[config.mk]
export PLATFORM = sky130hd
export DESIGN_NAME = des_decrypt_iter
export DESIGN_NICKNAME = d
export VERILOG_FILES = /design/src/rtl/des_pkg.sv /design/src/rtl/des_feistel.sv /design/src/rtl/des_sbox.sv /design/src/rtl/des_decrypt_iter.sv
export SDC_FILE = /design/constraint.sdc
export NUM_CORES = 1
export LEC_CHECK = 0
export BUFFER_PORTS_ARGS = -buffer_cell sky130_fd_sc_hd__buf_4
export CORE_UTILIZATION = 50
export CTS_BUF_LIST = sky130_fd_sc_hd__clkbuf_4
export DETAILED_ROUTE_END_ITERATION = 8
export HOLD_SLACK_MARGIN = 0.05
export PLACE_DENSITY = 0.7
export SYNTH_ARGS = -nofsm -noshare
export SYNTH_HDL_FRONTEND = slang
export SYNTH_HIERARCHICAL = 1
export SYNTH_SLANG_ARGS = --single-unit
[constraint.sdc]
create_clock -name clk -period 4.1 [get_ports clk]
set_clock_uncertainty 0.2 [all_clocks]
set_input_delay 0.41 -clock clk [delete_from_list [all_inputs] [get_ports clk]]
set_output_delay 0.41 -clock clk [all_outputs]
set_load 0.03 [all_outputs]
[src/rtl/des_pkg.sv]
// Shared DES constants for the iterative decrypt core: permutation tables,
// S-boxes, key shift schedule, FSM states and the table-driven permute helper.
package des_pkg;

   typedef enum logic [1:0] {IDLE, ROUND, DONE} state_t;

   // Tables hold 1-based DES bit indices; entries past the used length are 0.
   typedef int tbl_t [64];
   typedef int sbox_t [8][4][16];
   typedef int shift_t [16];

   localparam tbl_t IP_TBL = '{
      58, 50, 42, 34, 26, 18, 10,  2,
      60, 52, 44, 36, 28, 20, 12,  4,
      62, 54, 46, 38, 30, 22, 14,  6,
      64, 56, 48, 40, 32, 24, 16,  8,
      57, 49, 41, 33, 25, 17,  9,  1,
      59, 51, 43, 35, 27, 19, 11,  3,
      61, 53, 45, 37, 29, 21, 13,  5,
      63, 55, 47, 39, 31, 23, 15,  7};

   localparam tbl_t FP_TBL = '{
      40,  8, 48, 16, 56, 24, 64, 32,
      39,  7, 47, 15, 55, 23, 63, 31,
      38,  6, 46, 14, 54, 22, 62, 30,
      37,  5, 45, 13, 53, 21, 61, 29,
      36,  4, 44, 12, 52, 20, 60, 28,
      35,  3, 43, 11, 51, 19, 59, 27,
      34,  2, 42, 10, 50, 18, 58, 26,
      33,  1, 41,  9, 49, 17, 57, 25};

   localparam tbl_t PC1_TBL = '{
      57, 49, 41, 33, 25, 17,  9,
       1, 58, 50, 42, 34, 26, 18,
      10,  2, 59, 51, 43, 35, 27,
      19, 11,  3, 60, 52, 44, 36,
      63, 55, 47, 39, 31, 23, 15,
       7, 62, 54, 46, 38, 30, 22,
      14,  6, 61, 53, 45, 37, 29,
      21, 13,  5, 28, 20, 12,  4,
       0,  0,  0,  0,  0,  0,  0,  0};

   localparam tbl_t PC2_TBL = '{
      14, 17, 11, 24,  1,  5,
       3, 28, 15,  6, 21, 10,
      23, 19, 12,  4, 26,  8,
      16,  7, 27, 20, 13,  2,
      41, 52, 31, 37, 47, 55,
      30, 40, 51, 45, 33, 48,
      44, 49, 39, 56, 34, 53,
      46, 42, 50, 36, 29, 32,
       0,  0,  0,  0,  0,  0,  0,  0,
       0,  0,  0,  0,  0,  0,  0,  0};

   localparam tbl_t E_TBL = '{
      32,  1,  2,  3,  4,  5,
       4,  5,  6,  7,  8,  9,
       8,  9, 10, 11, 12, 13,
      12, 13, 14, 15, 16, 17,
      16, 17, 18, 19, 20, 21,
      20, 21, 22, 23, 24, 25,
      24, 25, 26, 27, 28, 29,
      28, 29, 30, 31, 32,  1,
       0,  0,  0,  0,  0,  0,  0,  0,
       0,  0,  0,  0,  0,  0,  0,  0};

   localparam tbl_t P_TBL = '{
      16,  7, 20, 21, 29, 12, 28, 17,
       1, 15, 23, 26,  5, 18, 31, 10,
       2,  8, 24, 14, 32, 27,  3,  9,
      19, 13, 30,  6, 22, 11,  4, 25,
       0,  0,  0,  0,  0,  0,  0,  0,
       0,  0,  0,  0,  0,  0,  0,  0,
       0,  0,  0,  0,  0,  0,  0,  0,
       0,  0,  0,  0,  0,  0,  0,  0};

   // Encryption left-shift amounts s[1..16]; decryption walks them backwards.
   localparam shift_t SHIFT_TBL = '{1, 1, 2, 2, 2, 2, 2, 2, 1, 2, 2, 2, 2, 2, 2, 1};

   localparam sbox_t SBOX_TBL = '{
      '{'{14,  4, 13,  1,  2, 15, 11,  8,  3, 10,  6, 12,  5,  9,  0,  7},
        '{ 0, 15,  7,  4, 14,  2, 13,  1, 10,  6, 12, 11,  9,  5,  3,  8},
        '{ 4,  1, 14,  8, 13,  6,  2, 11, 15, 12,  9,  7,  3, 10,  5,  0},
        '{15, 12,  8,  2,  4,  9,  1,  7,  5, 11,  3, 14, 10,  0,  6, 13}},
      '{'{15,  1,  8, 14,  6, 11,  3,  4,  9,  7,  2, 13, 12,  0,  5, 10},
        '{ 3, 13,  4,  7, 15,  2,  8, 14, 12,  0,  1, 10,  6,  9, 11,  5},
        '{ 0, 14,  7, 11, 10,  4, 13,  1,  5,  8, 12,  6,  9,  3,  2, 15},
        '{13,  8, 10,  1,  3, 15,  4,  2, 11,  6,  7, 12,  0,  5, 14,  9}},
      '{'{10,  0,  9, 14,  6,  3, 15,  5,  1, 13, 12,  7, 11,  4,  2,  8},
        '{13,  7,  0,  9,  3,  4,  6, 10,  2,  8,  5, 14, 12, 11, 15,  1},
        '{13,  6,  4,  9,  8, 15,  3,  0, 11,  1,  2, 12,  5, 10, 14,  7},
        '{ 1, 10, 13,  0,  6,  9,  8,  7,  4, 15, 14,  3, 11,  5,  2, 12}},
      '{'{ 7, 13, 14,  3,  0,  6,  9, 10,  1,  2,  8,  5, 11, 12,  4, 15},
        '{13,  8, 11,  5,  6, 15,  0,  3,  4,  7,  2, 12,  1, 10, 14,  9},
        '{10,  6,  9,  0, 12, 11,  7, 13, 15,  1,  3, 14,  5,  2,  8,  4},
        '{ 3, 15,  0,  6, 10,  1, 13,  8,  9,  4,  5, 11, 12,  7,  2, 14}},
      '{'{ 2, 12,  4,  1,  7, 10, 11,  6,  8,  5,  3, 15, 13,  0, 14,  9},
        '{14, 11,  2, 12,  4,  7, 13,  1,  5,  0, 15, 10,  3,  9,  8,  6},
        '{ 4,  2,  1, 11, 10, 13,  7,  8, 15,  9, 12,  5,  6,  3,  0, 14},
        '{11,  8, 12,  7,  1, 14,  2, 13,  6, 15,  0,  9, 10,  4,  5,  3}},
      '{'{12,  1, 10, 15,  9,  2,  6,  8,  0, 13,  3,  4, 14,  7,  5, 11},
        '{10, 15,  4,  2,  7, 12,  9,  5,  6,  1, 13, 14,  0, 11,  3,  8},
        '{ 9, 14, 15,  5,  2,  8, 12,  3,  7,  0,  4, 10,  1, 13, 11,  6},
        '{ 4,  3,  2, 12,  9,  5, 15, 10, 11, 14,  1,  7,  6,  0,  8, 13}},
      '{'{ 4, 11,  2, 14, 15,  0,  8, 13,  3, 12,  9,  7,  5, 10,  6,  1},
        '{13,  0, 11,  7,  4,  9,  1, 10, 14,  3,  5, 12,  2, 15,  8,  6},
        '{ 1,  4, 11, 13, 12,  3,  7, 14, 10, 15,  6,  8,  0,  5,  9,  2},
        '{ 6, 11, 13,  8,  1,  4, 10,  7,  9,  5,  0, 15, 14,  2,  3, 12}},
      '{'{13,  2,  8,  4,  6, 15, 11,  1, 10,  9,  3, 14,  5,  0, 12,  7},
        '{ 1, 15, 13,  8, 10,  3,  7,  4, 12,  5,  6, 11,  0, 14,  9,  2},
        '{ 7, 11,  4,  1,  9, 12, 14,  2,  0,  6, 10, 13, 15,  3,  5,  8},
        '{ 2,  1, 14,  7,  4, 10,  8, 13, 15, 12,  9,  0,  3,  5,  6, 11}}};

   // DES index n of a srcW-wide source is vector bit (srcW - n); the result is
   // left-justified into the low dstW bits of the return value.
   function automatic logic [63:0] permute(input logic [63:0] src, input int srcW,
                                           input int dstW, input tbl_t tbl);
      logic [63:0] res;
      logic [5:0]  srcIdx;
      logic [5:0]  dstIdx;
      res = '0;
      for (int i = 0; i < 64; i++) begin
         if (i < dstW) begin
            srcIdx      = 6'(srcW - tbl[i]);
            dstIdx      = 6'(dstW - 1 - i);
            res[dstIdx] = src[srcIdx];
         end
      end
      return res;
   endfunction

   function automatic logic keyParityBad(input logic [63:0] k);
      logic bad;
      bad = 1'b0;
      for (int b = 0; b < 8; b++) begin
         if (!(^k[8*b +: 8])) bad = 1'b1;
      end
      return bad;
   endfunction

endpackage

[src/rtl/des_feistel.sv]
// Single combinational DES round: {L,R} -> {R, L ^ P(S(E(R) ^ K))}.
module des_feistel
   import des_pkg::*;
(
   input  logic [63:0] lr_i,
   input  logic [47:0] subKey_i,
   output logic [63:0] lr_o
);

   logic [31:0] left;
   logic [31:0] right;
   logic [47:0] expanded;
   logic [47:0] mixed;
   logic [31:0] sOut;
   logic [31:0] fOut;

   assign left     = lr_i[63:32];
   assign right    = lr_i[31:0];
   assign expanded = 48'(permute({32'h0, right}, 32, 48, E_TBL));
   assign mixed    = expanded ^ subKey_i;

   // S1 consumes the top six bits and feeds the top nibble.
   for (genvar g = 0; g < 8; g++) begin : gSbox
      des_sbox #(.BOX(3'(g))) uSbox (
         .in_i  (mixed[47-6*g -: 6]),
         .out_o (sOut[31-4*g -: 4])
      );
   end

   assign fOut = 32'(permute({32'h0, sOut}, 32, 32, P_TBL));
   assign lr_o = {right, left ^ fOut};

endmodule

[src/rtl/des_sbox.sv]
// One DES S-box selected by BOX (0 = S1): outer bits pick the row, inner four the column.
module des_sbox
   import des_pkg::*;
#(
   parameter logic [2:0] BOX = 3'd0
) (
   input  logic [5:0] in_i,
   output logic [3:0] out_o
);

   assign out_o = 4'(SBOX_TBL[BOX][{in_i[5], in_i[0]}][in_i[4:1]]);

endmodule

[src/rtl/des_decrypt_iter.sv]
// Iterative DES decryptor: one Feistel round per cycle with subkeys K16..K1
// produced by rotating the C/D halves right, results returned over valid/ready.
module des_decrypt_iter
   import des_pkg::*;
#(
   parameter logic PARITY_CHECK = 1'b0
) (
   input  logic        clk,
   input  logic        rst,
   input  logic        in_valid,
   output logic        in_ready,
   input  logic [63:0] cipher,
   input  logic [63:0] key,
   output logic        out_valid,
   input  logic        out_ready,
   output logic [63:0] plain,
   output logic        key_err,
   output logic        busy
);

   state_t      state_q;
   logic [63:0] lr_q;
   logic [27:0] c_q;
   logic [27:0] d_q;
   logic [3:0]  cnt_q;
   logic        parErr_q;
   logic        inReady_q;
   logic        outValid_q;
   logic [63:0] plain_q;
   logic        keyErr_q;
   logic        busy_q;

   logic [47:0] subKey_d;
   logic [63:0] lr_d;
   logic [27:0] c_d;
   logic [27:0] d_d;
   logic [63:0] plain_d;
   logic [63:0] ipCipher;
   logic [55:0] pc1Key;
   logic        keyBad;
   logic        shiftOne;

   assign ipCipher = permute(cipher, 64, 64, IP_TBL);
   assign pc1Key   = 56'(permute(key, 64, 56, PC1_TBL));
   assign keyBad   = PARITY_CHECK & keyParityBad(key);
   assign subKey_d = 48'(permute({8'h00, c_q, d_q}, 56, 48, PC2_TBL));

   des_feistel uRound (
      .lr_i     (lr_q),
      .subKey_i (subKey_d),
      .lr_o     (lr_d)
   );

   // Round cnt uses s[16-cnt]; after all 16 rotations C/D are back at C0/D0.
   assign shiftOne = (SHIFT_TBL[~cnt_q] == 1);
   assign c_d      = shiftOne ? {c_q[0], c_q[27:1]} : {c_q[1:0], c_q[27:2]};
   assign d_d      = shiftOne ? {d_q[0], d_q[27:1]} : {d_q[1:0], d_q[27:2]};

   // The final swap undoes the half exchange of the last round.
   assign plain_d  = permute({lr_d[31:0], lr_d[63:32]}, 64, 64, FP_TBL);

   // Control FSM and datapath registers; all outputs come straight from flops.
   always_ff @(posedge clk) begin
      if (rst) begin
         state_q    <= IDLE;
         lr_q       <= '0;
         c_q        <= '0;
         d_q        <= '0;
         cnt_q      <= '0;
         parErr_q   <= 1'b0;
         inReady_q  <= 1'b1;
         outValid_q <= 1'b0;
         plain_q    <= '0;
         keyErr_q   <= 1'b0;
         busy_q     <= 1'b0;
      end else begin
         case (state_q)
            IDLE: begin
               if (in_valid && inReady_q) begin
                  lr_q      <= ipCipher;
                  c_q       <= pc1Key[55:28];
                  d_q       <= pc1Key[27:0];
                  cnt_q     <= '0;
                  parErr_q  <= keyBad;
                  inReady_q <= 1'b0;
                  busy_q    <= 1'b1;
                  state_q   <= ROUND;
               end
            end
            ROUND: begin
               if (parErr_q) begin
                  parErr_q   <= 1'b0;
                  plain_q    <= '0;
                  keyErr_q   <= 1'b1;
                  outValid_q <= 1'b1;
                  state_q    <= DONE;
               end else begin
                  lr_q  <= lr_d;
                  c_q   <= c_d;
                  d_q   <= d_d;
                  cnt_q <= cnt_q + 4'd1;
                  if (cnt_q == 4'd15) begin
                     plain_q    <= plain_d;
                     outValid_q <= 1'b1;
                     state_q    <= DONE;
                  end
               end
            end
            DONE: begin
               if (out_ready) begin
                  outValid_q <= 1'b0;
                  keyErr_q   <= 1'b0;
                  inReady_q  <= 1'b1;
                  busy_q     <= 1'b0;
                  state_q    <= IDLE;
               end
            end
            default: begin
               state_q <= IDLE;
            end
         endcase
      end
   end

   assign in_ready  = inReady_q;
   assign out_valid = outValid_q;
   assign plain     = plain_q;
   assign key_err   = PARITY_CHECK & keyErr_q;
   assign busy      = busy_q;

endmodule

# After elaboration in Yosys (flattened, before gate mapping)
# Memories as Yosys holds them, arrays and structs flattened.
# Index checks and enable logic that the tools add are counted.
word_totals:
  reg_bits: 194
  latch_bits: 0
  mem_bits_rw: 0
  rom_bits: 512
  in_bits: 132
  out_inout_bits: 68
  word_cells: 150
  mem_count: 1
mem_list:
  columns: ["memory", "depth", "width", "read_ports", "rd_clocked_by_memory_dff", "write_ports", "line_no", "text"]
  rows:
  - ["(no name shown)", 16, 32, 1, 0, 0, "des_decrypt_iter.sv:55", "assign shiftOne = (SHIFT_TBL[~cnt_q] == 1);"]
classes:
  addsub: 1
  multipliers: 0
  div_mod_pow: 0
  order_cmp: 17
  eq_ne: 8
  shifts: 0
  n_mux: 81
  bitwise: 20
  reduce_logical: 12
op_table:
  columns: ["cell", "count"]
  rows:
  - ["$bmux W512 S2", 8]
  - ["$mux W512", 16]
  - ["$bmux W32 S4", 8]
  - ["$mux W64", 4]
  - ["$mux W28", 6]
  - ["$pmux W64 S2", 1]
  - ["$pmux W28 S2", 2]
  - ["$mux W4", 18]
  - ["$mux W32", 2]
  - ["$xor A48 B48 Y48", 1]
  - ["$ge A5 B5 Y1 const B", 9]
  - ["$not A4 Y5", 9]
  - ["$eq A32 B2 Y1 const B", 1]
  - ["$xor A32 B32 Y32", 1]
  - ["$ge A3 B3 Y1 const B", 8]
  - ["$not A2 Y3", 8]
  - ["$reduce_and A3 Y1", 4]
  - ["$mux W2", 4]
  - ["$pmux W1 S2", 4]
  - ["$pmux W4 S2", 1]
  - ["$reduce_bool A2 Y1", 4]
  - ["$mux W1", 6]
  - ["$ne A2 B2 Y1 const B", 3]
  - ["$pmux W2 S3", 1]
  - ["other kinds (9)", 10]

# Longest topological paths before layout
# Gate-level depths: netlist (run 1).
depth:
  ltp_word: 11
  mapped_depth: 12
  depth_no_buf: 10

# Modules after synthesis
# The synthesis (run 1) kept the hierarchy.
modules_own_cells:
  columns: ["module", "instances", "cells_per_inst", "area_each_um2", "seq_area_each_um2"]
  rows:
  - ["des_decrypt_iter", 1, 1128, 9366.5, 3863.7]
  - ["des_feistel", 1, 112, 940.9, 0.0]
  - ["des_sbox at uRound.gSbox[4].uSbox", 1, 82, 715.7, 0.0]
  - ["des_sbox at uRound.gSbox[2].uSbox", 1, 84, 698.2, 0.0]
  - ["des_sbox at uRound.gSbox[5].uSbox", 1, 88, 673.1, 0.0]
  - ["des_sbox at uRound.gSbox[6].uSbox", 1, 87, 671.9, 0.0]
  - ["des_sbox at uRound.gSbox[0].uSbox", 1, 83, 653.1, 0.0]
  - ["des_sbox at uRound.gSbox[3].uSbox", 1, 93, 653.1, 0.0]
  - ["des_sbox at uRound.gSbox[7].uSbox", 1, 87, 648.1, 0.0]
  - ["des_sbox at uRound.gSbox[1].uSbox", 1, 88, 644.4, 0.0]

# Worst setup path after synthesis (run 1)
# OpenSTA, ideal clock, no wires.
synth_path:
  kind: "register to register"
  startpoint: "reg lr_q[11]"
  endpoint: "reg lr_q[29]"
  setup_ns: 0.091
  arrival_ns: 2.894
  required_time_ns: 3.809
  setup_slack_ns: 0.915
  path_stages_with_launch: 11
  n_path_buf: 1
  period_less_slack_ns: 3.185
  cell_sequence: "dfxtp_1 -> xor2_1 -> inv_1 -> ha_1 -> buf_6 -> mux2_4 -> mux4_2 -> a21oi_1 -> xor2_1 -> nand2_1 -> a311oi_1"
synth_between:
  elab_chain_len: 11
synth_rtl:
  columns: ["element", "line_no", "text"]
  rows:
  - ["from (decl)", "des_decrypt_iter.sv:22", "logic [63:0] lr_q;"]
  - ["from (signal assigned)", "des_decrypt_iter.sv:80", "lr_q <= ipCipher;"]
  - ["from (signal assigned)", "des_decrypt_iter.sv:98", "lr_q <= lr_d;"]
  - ["$xor A48 B48 Y48", "des_feistel.sv:20", "assign mixed = expanded ^ subKey_i;"]
  - ["via uRound.mixed[18]", "des_feistel.sv:13", "logic [47:0] mixed;"]
  - ["$not A2 Y3 (implied by the code)", "des_sbox.sv:11", "assign out_o = 4'(SBOX_TBL[BOX][{in_i[5], in_i[0]}][in_i[4:1]]);"]
  - ["$bmux W512 S2", "des_sbox.sv:11", null]
  - ["$mux W512 (implied by the code) (2 in series)", "des_sbox.sv:11", null]
  - ["$bmux W32 S4", "des_sbox.sv:11", null]
  - ["$mux W4 (implied by the code) (2 in series)", "des_sbox.sv:11", null]
  - ["via uRound.fOut[29]", "des_feistel.sv:15", "logic [31:0] fOut;"]
  - ["$xor A32 B32 Y32", "des_feistel.sv:31", "assign lr_o = {right, left ^ fOut};"]
  - ["via lr_d[29]", "des_decrypt_iter.sv:34", "logic [63:0] lr_d;"]
  - ["$mux W64", "des_decrypt_iter.sv:91", "if (parErr_q) begin"]
  - ["$pmux W64 S2", "des_decrypt_iter.sv:77", "case (state_q)"]
# The timed path passes the listed nets, and every way through them passes these cells. The select of a mux whose other input is x is not followed.
# A chain may end at the register's enable or synchronous reset.

# Final worst setup path (run 1)
layout_path:
  startpoint: "reg lr_q[3]"
  endpoint: "reg lr_q[0]"
# Same word-level chain as after synthesis.

==> results_dict.tcl, run 1 <==
set metrics [dict create \
    dr_total_vias 15900 \
    synth_edf_count 0 \
    rr_startpoint "lr_q[3]$_SDFFE_PP0P_" \
    worstHoldPathType "in -> reg" \
    switching_share 0.4663 \
    rsz0062_at_grt "no" \
    syn_area_per_cell_um2 8.108 \
    post-route-drc-count 0 \
    synth_common_cells "dfxtp_1, nand2_1, nor3_1" \
    tritoncts "done" \
    multiInputGateArea_um2 10210 \
    io_buffers 190 \
    cts_max_level 4 \
    hpwl_um 34520 \
    internal_power_mw 4.684 \
    slew_violations 0 \
    synthCells 1932 \
    grt_usage 0.3134 \
    num_rows 64 \
    grt_pass1_vias 14610 \
    crit_path_start "lr_q[3]$_SDFFE_PP0P_" \
    grt_start_max_net_pins 149 \
    avgRoutedWirePerCell_um 20.59 \
    clk_pin_slew_ps 200 \
    crit_chain "xor2_1 -> buf_4 -> inv_1 -> ha_1 -> inv_1 -> mux4_2 -> a2bb2oi_1 -> nand3_1 -> xor2_1 -> nand2_1 -> a311oi_1" \
    ir_worst_vdd_mv 0.2681 \
    antenna_found_initial 1 \
    setup_violations 0 \
    powerDensity_nw_per_um2 477.2 \
    yosys.area.top_type "dfxtp_1" \
    cp.arrival_ps 3740 \
    drtAntennaViolNets 0 \
    final_nets 2276 \
    fin_crit_sh 0.8393 \
    synth_top_cells_by_area "dfxtp_1, ha_1, xor2_1, nor3_1, mux4_2" \
    syn-num-nets 2131 \
    ys_types 94 \
    cts_setup_buffers 0 \
    p_seq_frac 0.265 \
    regArea_um2 3864 \
    status "finished clean" \
    cts_sinks 193 \
    pwr-share-clk 0.135 \
    area_growth_pct 17.40 \
    grt_pass1_wl_um 80030 \
    yosysMostFrequentCell "dfxtp_1" \
    fin_crit_ps 3441 \
    firstDrtPassIters 5 \
    cts_buffers 17 \
    final_hold_viol_count 0 \
    switching_power_mw 4.093 \
    crit_fanout 13 \
    routabilityCongestion 0.9462 \
    io_pins 200 \
    slowest_delay_ps 560 \
    fin_tns_setup_ps 0 \
    die_y_um 179 \
    fp.dieW_um 179 \
    start_util 0.5108 \
    slew_headroom 0.2487 \
    synthArstFlopShare 0 \
    routed_wl_um 51210 \
    ys_ff_latch 193 \
    vias_per_cell 6.392 \
    worst-setup-path-type "reg -> reg" \
    ys_seq_area_frac 0.2466 \
    timing.fmax_mhz 290.6 \
    worst_slack_ps 658.9 \
    finalPower_mw 8.776 \
    dieArea_um2 32040 \
    cap_violations 0 \
    drive_gt1_frac 0.1785 \
    leakage_nw 7.023 \
    clk_latency_ps 620 \
    pre_cts_slack_ps 749.1 \
    combPwrFrac 0.599 \
    worst_pin_slew_ps 1127 \
    yosys_warnings 6 \
    syn_area_um2 15670 \
    final_util 0.5996 \
    slowest_stage "ha_1" \
    fp.coreArea_um2 30670 \
    ys.flop_type "dfxtp_1" \
    fill_cells 2754 \
    whs_ps 165.3 \
    start_kind "flip-flop" \
    min_from "rst" \
    drt_iter0_drc 1697 \
    grt_overflow_total 0 \
    crit_required_ps 4400 \
    clock_path_buffers 2 \
    cts_root_buffer "clkbuf_4" \
    synth_top_area_share 0.2466 \
    end_kind "flip-flop" \
]
critical path: cells and delay by family (launching register included):
| family | cells | cell delay (ps) |
|---|---|---|
| xor+xnor | 2 | 450 |
| compound gates | 2 | 470 |
| mux | 1 | 460 |
| fa+ha+maj | 1 | 560 |
| flops | 1 | 520 |
| buf+inv | 3 | 380 |
| simple gates | 2 | 270 |
state kept, by name, summed over array words and instances (netlist names):
| signal | flops |
|---|---|
| cnt_q | 4 |
| lr_q | 64 |
| out_valid | 1 |
| state_q | 2 |
| plain | 64 |
| c_q | 28 |
| d_q | 28 |
| busy | 1 |
| in_ready | 1 |
power groups by stage:
stage | sequential (mW) | combinational, mW | clock, mW
final | 2.33 | 5.26 | 1.19
after global routing | 2.35 | 5.72 | 1.27
after CTS | 2.33 | 5.17 | 1.20
after detailed placement | 2.37 | 5.05 | 0
after global placement | 2.36 | 4.95 | 0
after floorplan | 2.24 | 4.03 | 0
cells in the final DEF, fill, tap and decap left out, types with 24 or more instances in the layout:
| cell type | n |
|---|---|
| o21bai_1 | 58 |
| mux2i_1 | 27 |
| o2111ai_1 | 64 |
| a311oi_1 | 70 |
| o32ai_1 | 60 |
| buf_4 | 258 |
| a211oi_1 | 73 |
| dfxtp_1 | 193 |
| nor3_1 | 135 |
| dlygate4sd3_1 | 122 |
| o21ai_0 | 114 |
| o211ai_1 | 24 |
| a21oi_1 | 107 |
| nor2_1 | 44 |
| nand3_1 | 75 |
| ha_1 | 67 |
| inv_1 | 50 |
| xor2_1 | 80 |
| mux4_2 | 28 |
| nand2_1 | 167 |
timing repair:
action | CTS | global route
hold buffers | 122 | 0
gates resized for setup | 0 | 0
setup endpoints to repair | 0 | 0
endpoints found under the hold margin | 124 | 0
cell type report:
cell class	instances	share of cell area
Inverter	56	0.01143
Clock inverter	15	0.01136
Timing Repair Buffer	386	0.1778
Tap cell	396	0.02694
Antenna cell	1	0.0001361
Clock buffer	17	0.006940
Sequential cell	193	0.2101
Multi-Input combinational cell	1423	0.5553
final timing paths:
kind	slack, ps	to	cells past startpoint
worst min-delay path	170	busy$_SDFFE_PP0P_	2
worst min register to register	280	out_valid$_SDFFE_PP0P_	2
worst max register to register	660	lr_q[0]$_SDFFE_PP0P_	11
worst max-delay path	660	lr_q[0]$_SDFFE_PP0P_	11
kinds of logic (layout without fill, tap and decap cells):
| logic type | Yosys count | count (layout) | share of synthesized area |
|---|---|---|---|
| muxes | 70 | 70 | 0.07188 |
| adders and majority gates | 67 | 67 | 0.05351 |
| AOI/OAI and AO/OA | 665 | 665 | 0.3020 |
| xor gates and xnor gates | 96 | 96 | 0.05415 |
| DFF | 193 | 193 | 0.2466 |
| and+or+nand+nor | 524 | 524 | 0.1644 |
| other | 1 | 2 | 0.0002394 |
| buffers and inverters | 316 | 474 | 0.1072 |
metal layers:
metal	up-vias	track usage	part of all wire
li1	7525	-	-
met1	7618	0.4144	0.42
met2	666	0.5245	0.49
met3	89	0.03308	0.056
met4	0	0.1158	0.033
met5	-	0	0
per-stage QoR:
step	instance area (um2)	std cells
final	18390	2487
after global routing	18390	2487
after CTS	18390	2486
after detailed placement	16830	2332
after global placement	16830	2332
after floorplan	15670	1932
Power figures use the tool's default switching activity.
==> run 2: changes to the inputs <==
- clock period: 4.1 -> 3.2 ns (I/O delays scaled with it)
==> results_dict.tcl, run 2 (synthesis results as in run 1) <==
set metrics [dict create \
    clk_latency_ps 650 \
    dieArea_um2 32040 \
    slew_violations 0 \
    grt_overflow_total 0 \
    start_kind "flip-flop" \
    tritoncts "done" \
    drtAntennaViolNets 0 \
    p_seq_frac 0.249 \
    num_rows 64 \
    hold-path-endpoint "lr_q[34]$_SDFFE_PP0P_" \
    leakage_nw 7.461 \
    crit_chain "xor2_1 -> buf_4 -> ha_1 -> nor2_1 -> mux2_4 -> mux4_2 -> o211ai_1 -> xor2_1 -> nand2_1 -> a311oi_1" \
    min_from "cipher[40]" \
    reg2reg_depth 10 \
    grt_start_max_net_pins 173 \
    fp.dieW_um 179 \
    crit_fanout 10 \
    switching_power_mw 5.460 \
    whs_ps 278.4 \
    critPathMostFrequentCell "xor2_1" \
    fin_tns_setup_ps 0 \
    area_growth_pct 22.56 \
    pwr-share-clk 0.127 \
    routed_wl_um 52640 \
    end_kind "flip-flop" \
    cts_buffers 17 \
    pre_cts_slack_ps 78.63 \
    finalPower_mw 11.89 \
    combPwrFrac 0.624 \
    ir_worst_vdd_mv 0.3194 \
    status "finished clean" \
    hold_depth 4 \
    cts_sinks 193 \
    dr_total_vias 16330 \
    avgRoutedWirePerCell_um 20.50 \
    worst_slack_ps 130.6 \
    cts_max_level 4 \
    cap_violations 0 \
    powerDensity_nw_per_um2 619.5 \
    drive_gt1_frac 0.2198 \
    rr_startpoint "d_q[10]$_SDFFE_PP0P_" \
    r2r_slack_ps 130 \
    cts_root_buffer "clkbuf_4" \
    timing.fmax_mhz 325.8 \
    hpwl_um 35950 \
    slew_headroom 0.1843 \
    dp.cells 2407 \
    slowest_stage "mux4_2" \
    reg2reg_to "lr_q[5]$_SDFFE_PP0P_" \
    cp.arrival_ps 3420 \
    mostFrequentLayoutCells "buf_4, dfxtp_1, nand2_1" \
    final_nets 2356 \
    io_pins 200 \
    grt_pass1_vias 15010 \
    start_util 0.5108 \
    instances_no_fill 2567 \
    crit_family "multiplexers" \
    firstDrtPassIters 6 \
    antenna_found_initial 1 \
    io_buffers 190 \
    path_buf_inv 1 \
    routabilityCongestion 0.9179 \
    internal_power_mw 6.433 \
    switching_share 0.4591 \
    worstHoldPathType "in -> reg" \
    fin_crit_ps 3069 \
    setup_violations 0 \
    clk_pin_slew_ps 220 \
    slowest_delay_ps 490 \
    worst-setup-path-type "reg -> reg" \
    clock_path_buffers 2 \
    mostFrequentLayoutCell "buf_4" \
    fin_crit_sh 0.9592 \
    final_hold_viol_count 0 \
    drt_iter0_drc 1811 \
    crit_required_ps 3550 \
    worst_pin_slew_ps 1222 \
    fp.coreArea_um2 30670 \
    vias_per_cell 6.361 \
    die_y_um 179 \
    grt_usage 0.3201 \
    grt_pass1_wl_um 80670 \
    post-route-drc-count 0 \
]
==> run 2: area by class of cell <==
type	instances	area [um2]
inverter	56	210.2
clock buffer	17	127.6
multi-input combinational	1423	10320
timing repair buffer	466	3965
sequential	193	3880
antenna	1	2.502
fill	2634	11470
clock inverter	15	195.2
tap	396	495.5
==> run 2: metrics by stage <==
stage               instance area (um2)    util
finish                            19200  0.6260
global route                      19200  0.6260
CTS                               19050  0.6213
detailed placement                17480  0.5700
global placement                  17480  0.5700
floorplan                         15670       -
==> run 2: worst max-delay path by stage <==
stage,slack (ps),from,depth (start not counted),end
after global routing,-3,d_q[10]$_SDFFE_PP0P_,10,lr_q[5]$_SDFFE_PP0P_
final,130,d_q[10]$_SDFFE_PP0P_,10,lr_q[5]$_SDFFE_PP0P_
after CTS,40,c_q[5]$_SDFFE_PP0P_,12,lr_q[8]$_SDFFE_PP0P_
after global placement,130,lr_q[20]$_SDFFE_PP0P_,11,lr_q[31]$_SDFFE_PP0P_
after detailed placement,80,lr_q[7]$_SDFFE_PP0P_,10,lr_q[3]$_SDFFE_PP0P_
after floorplan,20,lr_q[11]$_SDFFE_PP0P_,10,lr_q[29]$_SDFFE_PP0P_
==> run 2: layer usage <==
layer,share of wire,GRT usage,vias up
met4,0.034,0.1275,0
met1,0.42,0.4174,7847
met5,0,0,-
li1,-,-,7689
met3,0.059,0.02799,103
met2,0.49,0.5425,689
==> run 2: tightest hold or removal path: stages <==
cell	delay, ps
dlygate4sd3_1	530
buf_4	130
nand2_1	50
a311oi_1	80
==> run 2: power by group through the flow <==
| stage | Combinational (mW) | Sequential, mW | Clock, mW |
|---|---|---|---|
| 4_1_cts | 7.20 | 2.94 | 1.53 |
| 5_1_grt | 8.03 | 2.98 | 1.61 |
| 3_5_place_dp | 7.04 | 2.99 | 0 |
| 2_1_floorplan | 5.16 | 2.87 | 0 |
| 3_3_place_gp | 6.94 | 2.99 | 0 |
| 6_report | 7.43 | 2.96 | 1.51 |
==> run 2: repair_timing <==
action                                 CTS  global route
endpoints found under the hold margin  138             0
hold buffers                           125             0
resized for setup                        0            33
setup buffers                            0             2
setup endpoints to repair                0            30
